$ cat config.mk
export PLATFORM = sky130hd
export DESIGN_NAME = alu_rr_arbiter
export DESIGN_NICKNAME = d
export VERILOG_FILES = /design/src/rtl/alu_rr_arbiter_pkg.sv /design/src/rtl/nbit_ALU.sv /design/src/rtl/alu_rr_arbiter.sv
export SDC_FILE = /design/constraint.sdc
export NUM_CORES = 1
export LEC_CHECK = 0
export BUFFER_PORTS_ARGS = -buffer_cell sky130_fd_sc_hd__buf_2
export CAP_MARGIN = 10
export CORE_AREA = 2 2 80 82
export DETAILED_ROUTE_END_ITERATION = 8
export DIE_AREA = 0 0 82 84
export PLACE_DENSITY_LB_ADDON = 0.12
export SLEW_MARGIN = 10
export SYNTH_ARGS = -nofsm -noshare
export SYNTH_HDL_FRONTEND = slang
export SYNTH_SLANG_ARGS = --single-unit
$ cat constraint.sdc
create_clock -name clk -period 2.7 [get_ports clk]
set_input_delay 0.405 -clock clk [delete_from_list [all_inputs] [get_ports clk]]
set_output_delay 0.405 -clock clk [all_outputs]
set_load 0.005 [all_outputs]
$ cat src/rtl/alu_rr_arbiter_pkg.sv
// rtl/alu_rr_arbiter_pkg.sv - shared FSM state encoding and port indices for alu_rr_arbiter
package alu_rr_arbiter_pkg;

  typedef enum logic [1:0] {
    IDLE = 2'd0,
    EXEC = 2'd1,
    RESP = 2'd2
  } state_t;

  localparam logic PORT0 = 1'b0;
  localparam logic PORT1 = 1'b1;

endpackage

$ cat src/rtl/nbit_ALU.sv
// rtl/nbit_ALU.sv - n-bit ALU with (n+1)-bit result; MSB carries carry/borrow/shift-out
module nbit_ALU #(
  parameter int n = 8
) (
  input  logic [2:0]   sel,
  input  logic [n-1:0] r2,
  input  logic [n-1:0] r3,
  input  logic         cin,
  output logic [n:0]   out
);

  logic [n:0] a_ext;
  logic [n:0] b_ext;
  logic [n:0] c_ext;

  assign a_ext = {1'b0, r2};
  assign b_ext = {1'b0, r3};
  assign c_ext = {{n{1'b0}}, cin};

  always_comb begin
    out = '0;
    case (sel)
      3'b000:  out = a_ext + b_ext + c_ext;
      3'b001:  out = a_ext - b_ext - c_ext;
      3'b010:  out = {1'b0, r2 & r3};
      3'b011:  out = {1'b0, r2 | r3};
      3'b100:  out = {1'b0, r2 ^ r3};
      3'b101:  out = {1'b0, ~r2};
      3'b110:  out = {r2, cin};
      default: out = a_ext;
    endcase
  end

endmodule

$ cat src/rtl/alu_rr_arbiter.sv
// rtl/alu_rr_arbiter.sv - round-robin req/ack arbiter sharing one nbit_ALU between two ports
module alu_rr_arbiter
  import alu_rr_arbiter_pkg::*;
#(
  parameter int n = 8
) (
  input  logic         clk,
  input  logic         rst,
  input  logic         req0,
  input  logic [2:0]   sel0,
  input  logic [n-1:0] a0,
  input  logic [n-1:0] b0,
  input  logic         cin0,
  input  logic         req1,
  input  logic [2:0]   sel1,
  input  logic [n-1:0] a1,
  input  logic [n-1:0] b1,
  input  logic         cin1,
  output logic         gnt0,
  output logic         gnt1,
  output logic         ack0,
  output logic         ack1,
  output logic [n:0]   result,
  output logic         busy
);

  state_t       state;
  state_t       next_state;
  logic         owner;
  logic         rr;
  logic         win;
  logic         grant;
  logic [2:0]   sel_q;
  logic [n-1:0] a_q;
  logic [n-1:0] b_q;
  logic         cin_q;
  logic [n:0]   alu_out;
  logic [n:0]   result_q;

  // The ALU only ever sees captured operands, so requesters may change inputs after grant.
  nbit_ALU #(.n(n)) u_alu (
    .sel (sel_q),
    .r2  (a_q),
    .r3  (b_q),
    .cin (cin_q),
    .out (alu_out)
  );

  assign grant = (state == IDLE) && (req0 || req1);

  always_comb begin
    win = PORT0;
    if (req0 && req1) begin
      win = rr;
    end else if (req1) begin
      win = PORT1;
    end
  end

  always_ff @(posedge clk) begin
    if (rst) begin
      state <= IDLE;
    end else begin
      state <= next_state;
    end
  end

  always_comb begin
    next_state = state;
    case (state)
      IDLE:    if (grant) next_state = EXEC;
      EXEC:    next_state = RESP;
      RESP:    next_state = IDLE;
      default: next_state = IDLE;
    endcase
  end

  always_ff @(posedge clk) begin
    if (rst) begin
      owner    <= PORT0;
      rr       <= PORT0;
      sel_q    <= '0;
      a_q      <= '0;
      b_q      <= '0;
      cin_q    <= 1'b0;
      result_q <= '0;
    end else begin
      if (grant) begin
        owner <= win;
        rr    <= ~win;
        if (win == PORT1) begin
          sel_q <= sel1;
          a_q   <= a1;
          b_q   <= b1;
          cin_q <= cin1;
        end else begin
          sel_q <= sel0;
          a_q   <= a0;
          b_q   <= b0;
          cin_q <= cin0;
        end
      end
      if (state == EXEC) begin
        result_q <= alu_out;
      end
    end
  end

  // Outputs decode flopped state only; req never reaches an output combinationally.
  always_comb begin
    busy   = (state == EXEC) || (state == RESP);
    gnt0   = busy && (owner == PORT0);
    gnt1   = busy && (owner == PORT1);
    ack0   = (state == RESP) && (owner == PORT0);
    ack1   = (state == RESP) && (owner == PORT1);
    result = result_q;
  end

endmodule

==> results_dict.tcl, run 1 <==
set metrics [dict create \
    tightest_slew_ns 0.649 \
    holdWs_ns 0.454 \
    violations "negative setup slack" \
    min_path_type "primary input to flip-flop" \
    post_dp_cell_area_sq_um 3410 \
    power.leakage_nw 1.64 \
    reg2reg_to "result[6]" \
    drt_drc_violations_left 0 \
    viasPerCell 5.51 \
    setup-violations-final 2 \
    min_period_ns 2.76 \
    ys_seq_area_frac 0.224 \
    r2r-start "a_q[0]" \
    final_hold_viol_count 0 \
    synthCells 369 \
    fillers 577 \
    ys_types 49 \
    synth_warnings 0 \
    final_cell_area_sq_um 3520 \
    clk_latency_ns 0.28 \
    finalMaxSlewViolations 0 \
    drive_gt1_frac 0.233 \
    clk_path_buf_depth 2 \
    die_width_um 82 \
    outcome "complete, but fails checks" \
    ys_top_cells_by_count "nor2_1 (49), inv_1 (36), ha_1 (34)" \
    r2r_slack_ns -0.06 \
    num_io_pins 58 \
    met1Wirelength_um 3610 \
    critPathCaptureType "flip-flop" \
    cts_root_buffer "clkbuf_8" \
    tritoncts "done" \
    finalCritPeriodShare 1.02 \
    cts.sinks 33 \
    drt_wl_total_um 7370 \
    peakVddDrop_v 0.000318 \
    fin_skew_ns 0.0106 \
    clk_pin_slew_ns 0.07 \
    postSynthRegisterBits 33 \
    criticalPathCategory "flip-flop to flip-flop" \
    syn2layout_area_growth_pct 19.1 \
    num_vias 2815 \
    yosys.area.top_type "dfxtp_1" \
    overflow 0 \
    ant_nets 0 \
    num_antenna_cells 0 \
    ctsHoldBuffers 0 \
    synth.most_common_cell "nor2_1" \
    slew_headroom 0.564 \
    wl_met3_um 318 \
    fin_nets 515 \
    dpl.cell_count 503 \
    highest_layer "met4" \
    first_pass_iters 5 \
    grt_setup_unrepaired "true" \
    synth_edf_count 0 \
    met2_length_um 3320 \
    place_congestion 0.895 \
    async_flop_share 0 \
    dieHeight_um 84 \
    min_path_cells 2 \
    min_to "b_q[7]" \
    synthFlopType "dfxtp_1" \
    cap_violations 0 \
    crit_arrival_ns 2.93 \
    critPathLaunchType "flip-flop" \
    synth_nets 451 \
    tns_ns -0.0747 \
    initial_utilization 0.485 \
    portBuffers 57 \
    dp_slack_ns -0.0659 \
    synth_top_area_frac 0.224 \
    row_count 29 \
    grt_max_degree 34 \
    grt_pass1_wl_um 12500 \
    syn-cell-area_sq_um 2960 \
    grt_pass1_vias 2690 \
    crit_required_ns 2.86 \
    fin_cells 511 \
    cts_buffers 5 \
    first_iter_violations 196 \
    coreArea_sq_um 6100 \
    htreeDepth 2 \
    antenna_found_initial 0 \
    dp_hpwl_um 5800 \
    postSynthAreaPerCell_sq_um 8.01 \
    reg2regPathDepth 10 \
    ys_top_cells_by_area "dfxtp_1 (22%), ha_1 (14%), mux2i_1 (9.5%)" \
    max_freq_mhz 362 \
    wl_per_cell_um 14.4 \
    critPathMaxFanout 3 \
    pwr_density_cell_nw_per_um2 604 \
    min-delay-start "rst" \
    grt_usage 0.230 \
    fin_ws_ns -0.0608 \
    dieArea_sq_um 6890 \
]
==> state kept, by name (all words and copies together), names as in the netlist <==
register  count
result        9
a_q           8
b_q           8
sel_q         3
state         2
cin_q         1
owner         1
rr            1
==> area by class of cell <==
| class | count | area [sq um] | area share |
|---|---|---|---|
| inverter | 36 | 135 | 0.0384 |
| multi-input combinational | 278 | 2090 | 0.595 |
| tap | 77 | 96.3 | 0.0274 |
| timing repair buffer | 79 | 450 | 0.128 |
| clock inverter | 2 | 10.0 | 0.00284 |
| sequential | 33 | 663 | 0.188 |
| clock buffer | 6 | 72.6 | 0.0206 |
==> layer usage <==
| metal | vias to the layer above | GRT usage |
|---|---|---|
| met4 | 0 | 0.0636 |
| met3 | 12 | 0.0346 |
| met2 | 95 | 0.358 |
| met1 | 1267 | 0.327 |
| li1 | 1441 | - |
| met5 | - | 0 |
==> critical path: stages (launching register included) <==
cell	delay, ns
dfxtp_2	0.33
fa_1	0.60
ha_2	0.21
nor2_2	0.04
fa_2	0.37
nand2b_4	0.10
a2111oi_4	0.06
or3_4	0.40
xnor2_2	0.15
a221oi_2	0.26
o32ai_1	0.11
==> power by group <==
part / internal, mW / switching (mW) / total [mW]
Clock: 0.179 / 0.182 / 0.360
Sequential: 0.552 / 0.0670 / 0.619
Combinational: 0.528 / 0.618 / 1.15
==> repair_timing <==
item,4_1_cts,5_1_grt
gates cloned,0,0
gates resized for setup,6,1
endpoints found under the setup margin,2,3
pin swaps,8,4
setup buffers,0,0
==> stage by stage <==
stage / util / total power [mW]
after floorplan: - / 1.42
after global placement: 0.560 / 1.71
after detailed placement: 0.560 / 1.73
after CTS: 0.577 / 2.13
after global routing: 0.578 / 2.30
final: 0.578 / 2.13
==> cells by family after synthesis <==
group,after synthesis,share of synthesized area
DFF,33,0.224
buffers and inverters,58,0.0800
adders and majority gates,38,0.171
AOI/OAI and AO/OA,102,0.245
muxes,28,0.0948
and+or+nand+nor,100,0.156
xor gates and xnor gates,10,0.0296
==> cell usage in the layout (no fill, tap or decap), types with 5 or more instances in the layout <==
| cell type | n |
|---|---|
| buf_2 | 57 |
| nor2_1 | 48 |
| inv_1 | 36 |
| ha_1 | 32 |
| a211oi_1 | 31 |
| dfxtp_1 | 31 |
| mux2i_1 | 28 |
| buf_4 | 22 |
| a21oi_1 | 21 |
| nand2_1 | 16 |
| o21ai_0 | 13 |
| nor2b_1 | 7 |
| nor3_1 | 7 |
| o211ai_1 | 6 |
| nand3_1 | 6 |
| xor2_1 | 5 |
| clkbuf_8 | 5 |
==> how the worst max path moves through the flow <==
stage	start	end	slack, ns	depth (start not counted)
finish	a_q[0]	result[6]	-0.06	10
floorplan	a_q[0]	result[6]	0.03	10
detailed placement	a_q[0]	result[6]	-0.07	10
CTS	b_q[0]	result[6]	-0.03	11
global placement	a_q[0]	result[6]	-0.02	10
global route	a_q[0]	result[6]	-0.16	11
(Power assumes the default switching activity.)
==> run 2, diff against run 1 <==
--- a/config.mk
+++ b/config.mk
@@ -10,7 +10,7 @@
 export CORE_AREA = 2 2 80 82
 export DETAILED_ROUTE_END_ITERATION = 8
 export DIE_AREA = 0 0 82 84
-export PLACE_DENSITY_LB_ADDON = 0.12
+export PLACE_DENSITY = 0.75
 export SLEW_MARGIN = 10
 export SYNTH_ARGS = -nofsm -noshare
 export SYNTH_HDL_FRONTEND = slang
==> results_dict.tcl, run 2 (synthesis results as in run 1) <==
set metrics [dict create \
    dpl.cell_count 499 \
    pwr_density_cell_nw_per_um2 643 \
    cts.sinks 33 \
    ant_nets 0 \
    finalPower_mw 2.27 \
    cap_violations 0 \
    outcome "complete, but fails checks" \
    tightest_slew_ns 0.682 \
    final_cell_mix "buf_2 (57), nor2_1 (48), inv_1 (36)" \
    grt_util_met3 0.0271 \
    dieHeight_um 84 \
    syn2layout_area_growth_pct 19.3 \
    max_stage_delay_ns 0.58 \
    max_freq_mhz 366 \
    critPathLaunchType "flip-flop" \
    criticalPathCategory "flip-flop to flip-flop" \
    dieArea_sq_um 6890 \
    portBuffers 57 \
    drt_wl_total_um 7660 \
    num_io_pins 58 \
    cts_root_buffer "clkbuf_8" \
    cts_buffers 5 \
    fin_nets 512 \
    crit_arrival_ns 2.91 \
    crit_required_ns 2.88 \
    finalMaxSlewViolations 0 \
    post_dp_cell_area_sq_um 3380 \
    htreeDepth 2 \
    path_cells "fa_1 -> ha_2 -> nor2_2 -> fa_2 -> nand2b_4 -> a2111oi_4 -> or3_4 -> xnor2_2 -> a221oi_2 -> o32ai_1" \
    min_period_ns 2.73 \
    initial_utilization 0.485 \
    clk_latency_ns 0.30 \
    overflow 0 \
    coreArea_sq_um 6100 \
    clk_path_buf_depth 2 \
    viasPerCell 5.71 \
    critPathCaptureType "flip-flop" \
    antenna_found_initial 0 \
    die_width_um 82 \
    dp_hpwl_um 5790 \
    fillers 564 \
    seq_area_sq_um 663 \
    holdWs_ns 0.434 \
    first_pass_iters 5 \
    final_cell_area_sq_um 3520 \
    grt_setup_unrepaired "true" \
    final_hold_viol_count 0 \
    violations "negative setup slack" \
    num_antenna_cells 0 \
    slowest_stage "fa_1" \
    drive_gt1_frac 0.223 \
    grt_use_met1 0.320 \
    grt_usage 0.235 \
    power.leakage_nw 1.64 \
    final_common_cell "buf_2" \
    num_vias 2902 \
    slew_headroom 0.542 \
    largest_reg_flops 9 \
    place_congestion 0.931 \
    critPathMaxFanout 3 \
    wl_per_cell_um 15.1 \
    first_iter_violations 245 \
    drt_drc_violations_left 0 \
    setup-violations-final 2 \
    fin_skew_ns 0.0132 \
    grt_busiest_layer "met2" \
    r2r_slack_ns -0.03 \
    finalCritPeriodShare 1.01 \
    grt_pass1_wl_um 12700 \
    tritoncts "done" \
    grt_pass1_vias 2661 \
    utilization 0.578 \
    fin_ws_ns -0.0300 \
    multi_input_area_sq_um 2090 \
    clk_pin_slew_ns 0.08 \
    min_path_type "primary input to flip-flop" \
    fin_cells 508 \
    grt_max_degree 35 \
    row_count 29 \
    gr-usage-met2 0.376 \
    peakVddDrop_v 0.000354 \
]
run 2: cell types whose count changed in the layout (fill, tap and decap cells not counted), sizes merged:
cell	previous run	this run
buf	79	76
bufinv	0	1
clkbuf	6	7
clkinv	2	0
run 2: area by class of cell:
class / instances / area share
multi-input combinational: 278 / 0.592
sequential: 33 / 0.188
timing repair buffer: 76 / 0.121
inverter: 36 / 0.0383
tap: 77 / 0.0273
clock buffer: 7 / 0.0245
clock inverter: 1 / 0.00852
run 2: final timing paths:
| check | from | end | cells past startpoint |
|---|---|---|---|
| setup / recovery | cin_q | result[6] | 10 |
| hold / removal | b1[2] | b_q[2] | 3 |
| setup reg to reg | cin_q | result[6] | 10 |
| hold reg to reg | result[0] | result[0] | 2 |
run 2: metrics by stage:
| stage | TNS, ns | setup WS [ns] |
|---|---|---|
| after floorplan | 0 | 0.0323 |
| after global placement | -0.0148 | -0.0148 |
| after detailed placement | -0.110 | -0.109 |
| after CTS | -0.0572 | -0.0399 |
| after global routing | -0.302 | -0.126 |
| final | -0.0353 | -0.0300 |
run 2: metal layers:
metal | part of all wire | up-vias
met2 | 0.47 | 136
met1 | 0.43 | 1318
met5 | 0 | -
met4 | 0.028 | 0
met3 | 0.063 | 22
li1 | - | 1426
run 2: timing repair:
item / in CTS / in global routing
pin swaps: 6 / 0
setup buffers: 1 / 0
hold buffers: 0 / 0
cloned: 0 / 0
resized for setup: 5 / 0
setup endpoints to repair: 2 / 3
run 2: power breakdown:
part / total, mW / switching (mW) / internal [mW]
Combinational: 1.13 / 0.613 / 0.518
Sequential: 0.630 / 0.0776 / 0.552
Clock: 0.506 / 0.205 / 0.301
Total: 2.27 / 0.895 / 1.37
run 2: critical path: cells and delay by family (launching register included):
kind                       cells  cell delay [ns]
DFF                            1             0.33
adders and majority gates      3             1.17
and+or+nand+nor                3             0.56
xor gates and xnor gates       1             0.15
AOI/OAI and AO/OA              3             0.42
